[config.mk]
export PLATFORM = sky130hd
export DESIGN_NAME = display_scan
export DESIGN_NICKNAME = d
export VERILOG_FILES = /design/src/rtl/display_scan.sv
export SDC_FILE = /design/constraint.sdc
export NUM_CORES = 1
export LEC_CHECK = 0
export ABC_AREA = 1
export CORE_MARGIN = 10
export CORE_UTILIZATION = 54
export CTS_CLUSTER_SIZE = 30
export DETAILED_ROUTE_END_ITERATION = 16
export PLACE_DENSITY = 0.83
export SYNTH_ARGS = -nofsm -noshare
export SYNTH_HDL_FRONTEND = slang
export SYNTH_SLANG_ARGS = --single-unit
[constraint.sdc]
create_clock -name clock -period 6.07 [get_ports clock]
set_input_delay 0.607 -clock clock [delete_from_list [all_inputs] [get_ports clock]]
set_output_delay 0.607 -clock clock [all_outputs]
set_load 0.005 [all_outputs]
[src/rtl/display_scan.sv]
// Time-multiplexed 8-digit seven-segment scan driver with per-frame snapshot,
// a blanking guard cycle at the start of every digit slot, and whole-display blink.
module display_scan #(
    parameter int DIGIT_CYCLES = 4,
    parameter int BLINK_SCANS  = 64,
    parameter bit ACTIVE_LOW   = 1'b1
) (
    input  logic            clock,
    input  logic            reset,
    input  logic [7:0][6:0] displays,
    input  logic            blink,
    output logic [7:0]      an,
    output logic [6:0]      seg,
    output logic            frame_tick
);

    localparam int CW = $clog2(DIGIT_CYCLES);
    localparam int FW = (BLINK_SCANS > 1) ? $clog2(BLINK_SCANS) : 1;
    localparam logic [CW-1:0] CNT_LAST  = CW'(DIGIT_CYCLES - 1);
    localparam logic [FW-1:0] FCNT_LAST = FW'(BLINK_SCANS - 1);

    logic [CW-1:0]   cnt;
    logic [2:0]      idx;
    logic [7:0][6:0] snap;
    logic [FW-1:0]   fcnt;
    logic            phase;
    logic            slot_end;
    logic [7:0]      an_act;
    logic [6:0]      seg_act;

    assign slot_end   = (cnt == CNT_LAST);
    assign frame_tick = slot_end && (idx == 3'd7);

    // Snapshot is taken only at the frame-start edge so a frame never mixes two inputs.
    always_ff @(posedge clock or posedge reset) begin
        if (reset) begin
            cnt   <= '0;
            idx   <= '0;
            snap  <= '0;
            fcnt  <= '0;
            phase <= 1'b0;
        end else begin
            if (slot_end) begin
                cnt <= '0;
                idx <= idx + 3'd1;
            end else begin
                cnt <= cnt + 1'b1;
            end
            if ((idx == 3'd0) && (cnt == '0)) begin
                snap <= displays;
            end
            if (frame_tick) begin
                if (fcnt == FCNT_LAST) begin
                    fcnt  <= '0;
                    phase <= ~phase;
                end else begin
                    fcnt <= fcnt + 1'b1;
                end
            end
        end
    end

    // Cycle 0 of each slot is a blank guard; blink only gates the digit enables.
    always_comb begin
        an_act  = '0;
        seg_act = '0;
        if (cnt != '0) begin
            seg_act = snap[idx];
            if (!(blink && phase)) begin
                an_act[idx] = 1'b1;
            end
        end
    end

    assign an  = ACTIVE_LOW ? ~an_act  : an_act;
    assign seg = ACTIVE_LOW ? ~seg_act : seg_act;

endmodule

After elaboration in Yosys (flattened, before gate mapping)
Cells that the tools add are included.
{"block": "totals", "in_bits": 59, "reg_bits": 68}
{"block": "classes", "add_sub_neg": 3, "magnitude_cmp": 2, "n_bitwise": 3, "reduce_logical": 8, "muxes": 9, "n_eq_ne": 3}
{"op": "7-bit binary-select mux with 3-bit select", "count": 1}
{"op": "8-bit 2-to-1 mux", "count": 2}
{"op": "7-bit 2-to-1 mux", "count": 2}
{"op": "8-bit inverter", "count": 1}
{"op": "7-bit inverter", "count": 1}
{"op": "6-bit by 1-bit adder with 6-bit output, second input constant", "count": 1}
{"op": "6-bit == test, second input constant", "count": 1}
{"op": "6-bit 2-to-1 mux", "count": 1}
{"op": "1-bit logical AND", "count": 4}
{"op": "3-bit by 4-bit less-than comparator with 1-bit output, second input constant", "count": 1}
{"op": "3-bit by 1-bit adder with 3-bit output, second input constant", "count": 1}
{"op": "1-bit demux with 3-bit select", "count": 1}
{"op": "3-bit == test, second input constant", "count": 1}
{"op": "3-bit by 1-bit greater-or-equal comparator with 1-bit output, second input constant", "count": 1}
{"op": "3-bit logical NOT", "count": 1}
{"op": "2-bit by 1-bit adder with 2-bit output, second input constant", "count": 1}
{"op": "2-bit == test, second input constant", "count": 1}
{"op": "2-bit logical NOT", "count": 1}
{"op": "2-bit 2-to-1 mux", "count": 1}
{"op": "2-bit AND reduction", "count": 1}
{"op": "2-bit nonzero test", "count": 1}
{"op": "1-bit 2-to-1 mux", "count": 1}
{"op": "1-bit inverter", "count": 1}

Longest topological paths before layout
{"block": "logic_depth", "word_depth": 7, "ltp_mapped": 9}

Worst setup path before layout
Ideal clock, no wire load.
{"block": "synth_path", "path_type": "register to output", "startpoint": "reg idx[0]", "endpoint": "out seg[4]", "arrival_ns": 1.136, "stages_incl_launch_ff": 8, "slack_ns": 4.327, "path_cell_list": "dfrtp_1 > buf_2 > inv_1 > buf_2 > nand2_1 > nand3_1 > o21ai_0 > o21ai_0"}
{"block": "synth_via", "elab_chain_cells": 4}
{"element": "from (decl)", "line": "23", "text": "logic [2:0] idx;"}
{"element": "from (signal assigned)", "line": "45", "text": "idx <= idx + 3'd1;"}
{"element": "7-bit binary-select mux with 3-bit select", "line": "68", "text": "seg_act = snap[idx];"}
{"element": "7-bit 2-to-1 mux (implied by the code)", "line": "68"}
{"element": "7-bit 2-to-1 mux", "line": "67", "text": "if (cnt != '0) begin"}
{"element": "7-bit inverter", "line": "76", "text": "assign seg = ACTIVE_LOW ? ~seg_act : seg_act;"}
{"element": "to (decl)", "line": "13", "text": "output logic [6:0] seg,"}
No other way between the ends. The select of a mux whose other input is x is not followed.

Worst setup path in the final report
Same ends and word-level chain as after synthesis.

==> impl_metrics.yaml <==
power:
  power_density_nw_per_um2: 216
  peakVddDrop_mv: 0.148
  power.leakage_nw: 2.19
cts:
  cts_root_buf: "clkbuf_8"
  cts.clk_slew.worst_paths_ns: 0.07
  worst_skew_pair.late_latency_ns: 0.34
  ctsHoldBuffers: 0
  cts_tree: "done"
  cts_sinks: 68
  clockBufferDepth: 2
  ctsResizeCount: 0
  post-cts-setup-buffer-count: 0
  cts_max_level: 3
  cts_buffers: 9
synth:
  synth_compound_area_frac: 0.102
  synth_top_family_by_area: "simple AND/OR/NAND/NOR gates"
  syn_nets: 502
  synthMuxAreaShare: 0
  synthAdderAreaFrac: 0.0225
  ys_types: 19
  yosysTopAreaCell: "dfrtp_1"
  synthCells: 437
  synth_ff_type: "dfrtp_1"
  ys_seq_area_frac: 0.509
  netlist_area_um2: 3340
  ys_ff_latch: 68
  yosys-top-cells-area: "dfrtp_1, nand2_1, inv_1, nor2_1, a21oi_1"
  synth-warning-count: 0
  synth_edf_count: 0
  synth-simple-area-share: 0.246
  syn-mean-instance-area_um2: 7.64
  synth_xor_xnor_area_share: 0.0105
  async_reset_ff_frac: 1.00
  yosys.area.top_type_share: 0.509
timing:
  slew_viol_final: 0
  rsz0062_at_grt: "false"
  fin_skew_ns: 0.00486
  setup_viol: 0
  whs_ns: 0.469
  slew_headroom: 0.246
  report.final.hold_viol_count: 0
  worst_pin_slew_ns: 1.13
  worst_slack_ns: 2.31
  min_period_over_period: 0.619
  timing.setup.tns_ns: 0
  period_minus_slack_ns: 3.76
  max_freq_mhz: 266
worst_hold_path:
  hold_class: "reg -> reg"
die:
  die_y_um: 98.7
  start_util: 0.561
  die_w_um: 98.7
  io-pin-count: 75
  fp.coreArea_um2: 5960
  dieArea_um2: 9730
  row_count: 28
run:
  maxCapViolations: 0
routing:
  drc_errors: 0
  vias: 2908
  dr.pass1.iters: 4
  finalWirelength_mm: 8.17
  final_antenna_net_count: 0
  drtIter0Drc: 229
  avgViaCountPerCell: 4.99
  wire_per_inst_um: 14.0
final_layout:
  areaGrowthSynthToFinish_pct: 27.9
  nets: 569
  drive_gt1_frac: 0.0433
  fin_cells: 583
  diodes: 0
status:
  status: "complete, no violations"
setup_path:
  crit_fanout: 38
  required_ns: 5.46
  critPathArrivalTime_ns: 3.15
  cp-start-kind: "flip-flop"
  endpoint_kind: "output port"
  critical_path_class: "reg -> out"
global_route:
  grt_use_total: 0.168
  grt_pass1_vias: 2926
  grt_max_degree: 113
  grt_pass1_wl_mm: 13.6
  gr-total-overflow: 0
  antenna_found_initial: 0
placed_design:
  pre_cts_slack_ns: 2.74
  dpl.cell_count: 568
  hpwlAfterDp_mm: 5.78
  port_buffers: 74
  gp_congestion: 0.854
-- Yosys cell counts, types with 3 or more instances --
cell type and n:
inv_1 70, buf_2 15, nor2_2 3, nand2_1 102
ha_1 6, nor2_1 57, o21ai_0 24, a21oi_1 39
o21ai_1 5, nand3_1 34, buf_4 3, or2_2 3
dfrtp_1 68
-- layer usage --
layer	wire length, um	up-vias	GRT usage	share of wire
li1	-	1471	-	-
met1	3560	1329	0.208	0.44
met2	3970	94	0.275	0.49
met3	485	14	0.0349	0.059
met4	155	0	0.0761	0.019
met5	0	-	0	0
-- sequential cells by signal, indices dropped and copies added, names as in the netlist --
register and flops:
snap 56, fcnt 6, idx 3, cnt 2, phase 1
-- logic make-up after synthesis --
family | count (synthesis)
simple gates | 201
flops | 68
fa+ha+maj | 6
compound gates | 68
xor+xnor | 4
buf+inv | 90
-- worst max-delay path, cell delays in order, from the launching register on --
cell,delay (ns)
dfrtp_1,1.09
inv_1,0.65
nor2_1,0.22
o21ai_0,0.11
o21ai_0,0.18
clkdlybuf4s50_1,0.56
-- power by group --
| part | internal (mW) | total [mW] | switching (mW) |
|---|---|---|---|
| combinational | 0.0494 | 0.0850 | 0.0357 |
| clock | 0.199 | 0.359 | 0.161 |
| sequential | 0.472 | 0.479 | 0.00719 |
-- layout by cell type, fill, tap and decap left out --
cell type and count:
o21ai_0 24, inv_1 69, nand3_1 34, or2_2 3
inv_2 2, nor2_2 3, a21oi_1 39, xor2_1 2
nand3_4 1, xnor2_1 2, clkbuf_8 10, clkinv_2 1
o21ai_1 5, clkdlybuf4s50_1 74, nand2_1 102, nor2_1 57
bufinv_16 1, clkbuf_1 3, nand4_1 1, dfrtp_1 68
buf_4 1, ha_1 6
-- layout make-up --
type,instances,area (um^2)
inverter,71,267
clock buffer,13,149
tap,75,93.8
clock inverter,2,35.0
timing repair buffer,75,748
multi-input combinational,279,1280
fill,476,1680
sequential,68,1700
-- metrics by stage --
| step | cell area, um^2 | util | power (mW) |
|---|---|---|---|
| after global routing | 4270 | 0.717 | 0.957 |
| after CTS | 4270 | 0.717 | 0.927 |
| after detailed placement | 4090 | 0.687 | 0.573 |
| final | 4270 | 0.717 | 0.923 |
| after floorplan | 3340 | - | 0.518 |
| after global placement | 4090 | 0.687 | 0.570 |
-- path summary, 6_finish.rpt --
kind	startpoint	endpoint	slack, ns	cells after the start
worst max-delay path	idx[0]$_DFFE_PP0N_	seg[4]	2.31	5
worst min-delay path	cnt[0]$_DFF_PP0_	cnt[0]$_DFF_PP0_	0.47	1
worst max register to register	idx[0]$_DFFE_PP0N_	snap[5]$_DFFE_PP0P_	2.69	5
worst min register to register	cnt[0]$_DFF_PP0_	cnt[0]$_DFF_PP0_	0.47	1
max in group asynchronous	reset	snap[35]$_DFFE_PP0P_	4.69	3
min in group asynchronous	reset	phase$_DFFE_PP0P_	0.83	3
Power figures use the tool's default switching activity.
